## src/rtl/usb_rx_bit_timer.sv

```systemverilog
// rtl/usb_rx_bit_timer.sv - USB full-speed RX bit timing, NRZI decode and bit-unstuffing
module usb_rx_bit_timer #(
  parameter int CLKS_PER_BIT = 5,
  parameter int SAMPLE_PHASE = 2,
  parameter int STUFF_LEN    = 6
) (
  input  logic clk,
  input  logic n_rst,
  input  logic rcving,
  input  logic d_plus_sync,
  input  logic d_minus_sync,
  output logic shift_enable,
  output logic d_orig,
  output logic byte_received,
  output logic eop,
  output logic stuff_error
);

  localparam int PW = (CLKS_PER_BIT > 1) ? $clog2(CLKS_PER_BIT) : 1;
  localparam logic [PW-1:0] PHASE_LAST   = PW'(CLKS_PER_BIT - 1);
  localparam logic [PW-1:0] PHASE_SAMPLE = PW'(SAMPLE_PHASE);
  localparam logic [2:0]    ONES_MAX     = 3'(STUFF_LEN);

  logic [PW-1:0] phase, phase_nxt;
  logic [2:0]    bit_cnt, bit_cnt_nxt;
  logic [2:0]    ones_cnt, ones_cnt_nxt;
  logic          dp_prev;
  logic          dp_last_sample, dp_last_nxt;
  logic          shift_q, d_orig_q, byte_q, eop_q, err_q;
  logic          shift_nxt, d_orig_nxt, byte_nxt, eop_nxt, err_nxt;
  logic          line_edge, sample, se0, raw;

  // Phase tracking, sampling decision, NRZI decode, unstuffing and byte counting
  always_comb begin
    line_edge    = rcving & (d_plus_sync != dp_prev);
    sample       = rcving & (phase == PHASE_SAMPLE);
    se0          = ~d_plus_sync & ~d_minus_sync;
    // A bit with no line transition since the previous sample decodes as 1
    raw          = (d_plus_sync == dp_last_sample);

    phase_nxt    = phase;
    bit_cnt_nxt  = bit_cnt;
    ones_cnt_nxt = ones_cnt;
    dp_last_nxt  = dp_last_sample;
    shift_nxt    = 1'b0;
    d_orig_nxt   = 1'b0;
    byte_nxt     = 1'b0;
    eop_nxt      = 1'b0;
    err_nxt      = 1'b0;

    // Any line transition re-phases the bit clock; it wins over rollover
    if (line_edge) begin
      phase_nxt = PW'(1);
    end else if (phase == PHASE_LAST) begin
      phase_nxt = '0;
    end else begin
      phase_nxt = phase + PW'(1);
    end

    if (sample) begin
      if (se0) begin
        eop_nxt = 1'b1;
      end else begin
        dp_last_nxt = d_plus_sync;
        if (ones_cnt == ONES_MAX) begin
          // Stuffed 0 is dropped silently; a 1 here breaks the stuffing rule
          ones_cnt_nxt = 3'd0;
          err_nxt      = raw;
        end else begin
          shift_nxt    = 1'b1;
          d_orig_nxt   = raw;
          ones_cnt_nxt = raw ? (ones_cnt + 3'd1) : 3'd0;
          bit_cnt_nxt  = bit_cnt + 3'd1;
          byte_nxt     = (bit_cnt == 3'd7);
        end
      end
    end
  end

  // State and strobe registers; rcving low holds everything at its idle value
  always_ff @(posedge clk or negedge n_rst) begin
    if (!n_rst) begin
      phase          <= '0;
      bit_cnt        <= 3'd0;
      ones_cnt       <= 3'd0;
      dp_prev        <= 1'b1;
      dp_last_sample <= 1'b1;
      shift_q        <= 1'b0;
      d_orig_q       <= 1'b0;
      byte_q         <= 1'b0;
      eop_q          <= 1'b0;
      err_q          <= 1'b0;
    end else if (!rcving) begin
      phase          <= '0;
      bit_cnt        <= 3'd0;
      ones_cnt       <= 3'd0;
      dp_prev        <= 1'b1;
      dp_last_sample <= 1'b1;
      shift_q        <= 1'b0;
      d_orig_q       <= 1'b0;
      byte_q         <= 1'b0;
      eop_q          <= 1'b0;
      err_q          <= 1'b0;
    end else begin
      phase          <= phase_nxt;
      bit_cnt        <= bit_cnt_nxt;
      ones_cnt       <= ones_cnt_nxt;
      dp_prev        <= d_plus_sync;
      dp_last_sample <= dp_last_nxt;
      shift_q        <= shift_nxt;
      d_orig_q       <= d_orig_nxt;
      byte_q         <= byte_nxt;
      eop_q          <= eop_nxt;
      err_q          <= err_nxt;
    end
  end

  // Dropping rcving silences any strobe already registered for this cycle
  assign shift_enable  = shift_q  & rcving;
  assign d_orig        = d_orig_q & rcving;
  assign byte_received = byte_q   & rcving;
  assign eop           = eop_q    & rcving;
  assign stuff_error   = err_q    & rcving;

endmodule
```

## config.mk

```make
export PLATFORM = sky130hd
export DESIGN_NAME = usb_rx_bit_timer
export DESIGN_NICKNAME = d
export VERILOG_FILES = /design/src/rtl/usb_rx_bit_timer.sv
export SDC_FILE = /design/constraint.sdc
export NUM_CORES = 1
export LEC_CHECK = 0
export BUFFER_PORTS_ARGS = -buffer_cell sky130_fd_sc_hd__buf_2
export CAP_MARGIN = 20
export CORE_UTILIZATION = 50
export DETAILED_ROUTE_END_ITERATION = 8
export PLACE_DENSITY = 0.69
export REMOVE_ABC_BUFFERS = 1
export SYNTH_ARGS = -nofsm -noshare
export SYNTH_HDL_FRONTEND = slang
export SYNTH_SLANG_ARGS = --single-unit
```

## constraint.sdc

```tcl
create_clock -name clk -period 2.7 [get_ports clk]
set_input_delay 0 -clock clk [delete_from_list [all_inputs] [get_ports clk]]
set_output_delay 0 -clock clk [all_outputs]
set_load 0.005 [all_outputs]
```

== Yosys cells after proc, flatten, opt, wreduce, memory -nomap -nowiden ==
Cells that the tools add are included.
Word-level totals
  register bits after elaboration: 16
  input bits: 5
  output and inout bits: 5
  word-level logic and storage cells: 69
Cells by class
  $add $sub $neg: 3
  equality and inequality tests: 9
  muxes and demuxes: 35
  bitwise operators: 10
  reductions and logical operators: 2
Operators with widths (number)
  3-bit two-way mux: 12
  1-bit two-way mux: 23
  3-bit by 1-bit adder with 3-bit output, second input constant: 3
  3-bit == test, second input constant: 3
  1-bit bitwise AND: 8
  2-bit != test, second input constant: 2
  3-bit by 2-bit == test with 1-bit output, second input constant: 1
  3-bit AND reduction: 1
  2-bit by 1-bit != test with 1-bit output, second input constant: 1
  1-bit NOT: 2
  2-bit AND reduction: 1
  1-bit == test: 1
  1-bit != test: 1

== Depth between registers and ports, before layout ==
  depth in word-level cells: 6
  mapped depth: 5
  gate-level depth less buffers: 5

== Least setup slack after synthesis ==
OpenSTA, ideal clock, no wires.
  path kind: register -> register
  from: register ones_cnt[0]
  to: register bit_cnt[0]
  setup time: 0.079 ns
  arrival time: 1.214 ns
  required time: 2.621 ns
  setup slack: 1.406 ns
  stages on the path, launching flop included: 6
  buffers on the path: 0
  clock period less this slack: 1.294 ns
  cells stage by stage: dfrtp_1 -> inv_1 -> ha_1 -> and2_4 -> nor3_4 -> mux2i_1
Between the ends
  word-level cells in the longest chain between the ends: 3
Ends and longest elaborated chain
  start, declared: line 26  | logic [2:0] ones_cnt, ones_cnt_nxt;
  start signal, assigned: line 107  | ones_cnt <= ones_cnt_nxt;
  3-bit == test: line 65  | if (ones_cnt == ONES_MAX) begin
  2-bit != test (no source line)
  3-bit AND reduction (no source line)
  end signal, assigned: line 106  | bit_cnt <= bit_cnt_nxt;
  end, declared: line 25  | logic [2:0] bit_cnt, bit_cnt_nxt;
Every way passes these cells.
A chain may end at the register's enable or synchronous reset.

== Final worst setup path ==
  from: register phase[0]
  to: register bit_cnt[2]
Between the ends
  word-level cells in the longest chain between the ends: 4
Ends and longest elaborated chain
  start, declared: line 24  | logic [PW-1:0] phase, phase_nxt;
  start signal, assigned: line 105  | phase <= phase_nxt;
  3-bit by 2-bit == test with 1-bit output: line 36  | sample = rcving & (phase == PHASE_SAMPLE);
  1-bit bitwise AND: line 36
  2-bit by 1-bit != test with 1-bit output (no source line)
  3-bit AND reduction (no source line)
Every way passes these cells.

==> impl_metrics.json <==
{
  "status": "complete, no violations",
  "timing.rr.end": "bit_cnt[2]",
  "core_sq_mm": 0.001577,
  "reg2reg_depth": 5,
  "dr_total_vias": 600,
  "cts_sinks": 16,
  "hold_depth": 2,
  "synth_top_family_by_area": "simple AND/OR/NAND/NOR gates",
  "r2r_start": "phase[0]",
  "gp_congestion": 0.8459,
  "tritoncts.num_buffers": 3,
  "clock_skew_ps": 6.216,
  "synth_compound_area_share_pct": 11.65,
  "synthFlopType": "dfrtp_1",
  "track_usage_pct": 18.29,
  "synth_warnings": 0,
  "path_class": "reg -> reg",
  "wl_um": 1405,
  "ir_drop_uv": 354.9,
  "nFillCells": 127,
  "fmax_mhz": 702.0,
  "drt_iter0_markers": 12,
  "clkSlewWorstSetupHoldPaths_ps": 100,
  "nets": 105,
  "start_util_pct": 55.87,
  "hold_path_class": "in -> reg",
  "path_cells": "inv_1, ha_1, nand2b_4, nor3_4, mux2i_1",
  "fin_hold_ws_ps": 89.47,
  "report.final.setup_viol": 0,
  "antenna_cells": 0,
  "reg2reg_setup_slack_ps": 1280,
  "ys_seq_area_share_pct": 45.74,
  "period_needed_ps": 1424,
  "post-route-period-util_pct": 52.76,
  "cp-start-kind": "flop",
  "yosysUniqueCellTypes": 28,
  "synth_cells": 78,
  "min_to": "dp_last_sample",
  "leakage_nw": 0.4823,
  "crit_fanout": 6,
  "maxCapViolCount": 0,
  "cts_tree": "done",
  "routedWlPerCell_um": 13.01,
  "maxSlewViolCount": 0,
  "slowest_delay_ps": 400,
  "grt_pass1_wl_um": 2408,
  "viasPerCell": 5.556,
  "ios": 10,
  "antenna_found_initial": 0,
  "netlist_area_sq_um": 880.8,
  "grt_max_degree": 24,
  "final_hold_viol_count": 0,
  "io_buffers": 9,
  "synth-edff-count": 0,
  "p_per_area_mw_per_mm2": 456.0,
  "firstDrtPassIters": 4,
  "required_ps": 2920,
  "tightest_slew_ps": 363.1,
  "dpl.cell_count": 101,
  "synth_xor_xnor_area_share_pct": 0.9943,
  "cts_setup_buffers": 0,
  "ys_ff_latch": 16,
  "fin_setup_tns_ps": 0,
  "crit_arrival_ps": 1650,
  "crit_slowest_cell": "dfrtp_1",
  "slew_headroom_pct": 75.79,
  "rsz0062_at_grt": "no",
  "antenna_left": 0,
  "synthSimpleGateAreaFrac_pct": 24.15,
  "cts_buffer_depth": 2,
  "min_from": "rcving",
  "worstSkewPairLatency_ps": 300,
  "hpwl_um": 964.3,
  "critPathCaptureType": "flop",
  "htreeDepth": 1,
  "fp-row-count": 14,
  "die_area_sq_mm": 0.001933,
  "instances_no_fill": 108,
  "layout_common_cells": "dfrtp_1, buf_2, nand2_1",
  "final_common_cell": "dfrtp_1",
  "cts-root-buf": "clkbuf_4",
  "die_y_um": 43.97,
  "async_flop_share_pct": 100.0,
  "area_delta_synth_final_pct": 14.06,
  "synthMuxAreaShare_pct": 4.545,
  "synth_fa_ha_area_share_pct": 9.943,
  "layout-drive-gt1-share_pct": 27.17,
  "die_w_um": 43.97,
  "grt_pass1_vias": 545,
  "syn_avg_cell_area_sq_um": 11.29,
  "drc_errors": 0,
  "grt_overflow": 0
}
## worst max-delay path: cells and delay by family (launching register included)
family / cells / cell delay (ps)
DFF: 1 / 400
and+or+nand+nor: 2 / 400
adders and majority gates: 1 / 220
muxes: 1 / 220
buffers and inverters: 1 / 100
## how the worst max path moves through the flow
stage                      startpoint          to  slack (ps)  depth (start not counted)
after floorplan           ones_cnt[0]  bit_cnt[0]        1410                          5
after global placement    ones_cnt[0]  bit_cnt[0]        1320                          5
after detailed placement  ones_cnt[0]  bit_cnt[2]        1280                          5
after CTS                    phase[0]  bit_cnt[2]        1260                          5
after global routing         phase[0]  bit_cnt[0]        1150                          5
final                        phase[0]  bit_cnt[2]        1280                          5
## kinds of logic after synthesis
group | count (synthesis)
multiplexers | 4
buffers and inverters | 7
adder cells (fa/ha/maj) | 7
AO/OA/AOI/OAI | 10
XOR/XNOR | 1
flip-flops | 16
AND/OR/NAND/NOR | 33
## stage by stage
step,util [%],instance area (sq um),power (mW),worst slack (ps)
6_report,63.73,1005,0.4581,1276
5_1_grt,63.73,1005,0.4848,1154
4_1_cts,63.73,1005,0.4679,1264
3_5_place_dp,59.52,938.4,0.2994,1278
3_3_place_gp,59.52,938.4,0.2989,1321
2_1_floorplan,-,873.3,0.2798,1406
## what timing repair did
action	in CTS	in global routing
endpoints found under the hold margin	18	0
resized for setup	0	0
hold buffers	3	0
setup endpoints to repair	0	0
## cells in the mapped netlist (3+ instances only)
cell,count,area (sq um)
mux2i_1,4,40.04
dfrtp_1,14,350.3
and2_1,6,37.54
nand2b_1,3,18.77
nand2_1,8,30.03
and3_1,3,18.77
inv_1,5,18.77
o211ai_1,3,22.52
ha_1,7,87.58
## power by group
group	internal, mW	total (mW)	switching (mW)
clock	0.0823	0.161	0.0785
sequential	0.246	0.251	0.00435
combinational	0.0196	0.0466	0.0270
## state kept, by name, summed over array words and instances (netlist names)
name and cells:
bit_cnt 3, byte_q 1, d_orig_q 1, dp_last_sample 1
dp_prev 1, eop_q 1, err_q 1, ones_cnt 3
phase 3, shift_q 1
## cell type report
class	count	area, sq um	share of cell area, %
multi-input combinational	55	451.7	44.96
sequential	16	402.9	40.10
timing repair buffer	12	75.07	7.472
clock buffer	4	36.28	3.611
tap	16	20.02	1.993
inverter	5	18.77	1.868
## metal layers
layer / routed length (um) / track usage [%]
met1: 677 / 23.91
met2: 633 / 26.27
met3: 65 / 7.500
met4: 29 / 9.091
met5: 0 / 0
No activity file was read; power rests on OpenSTA's default activity.
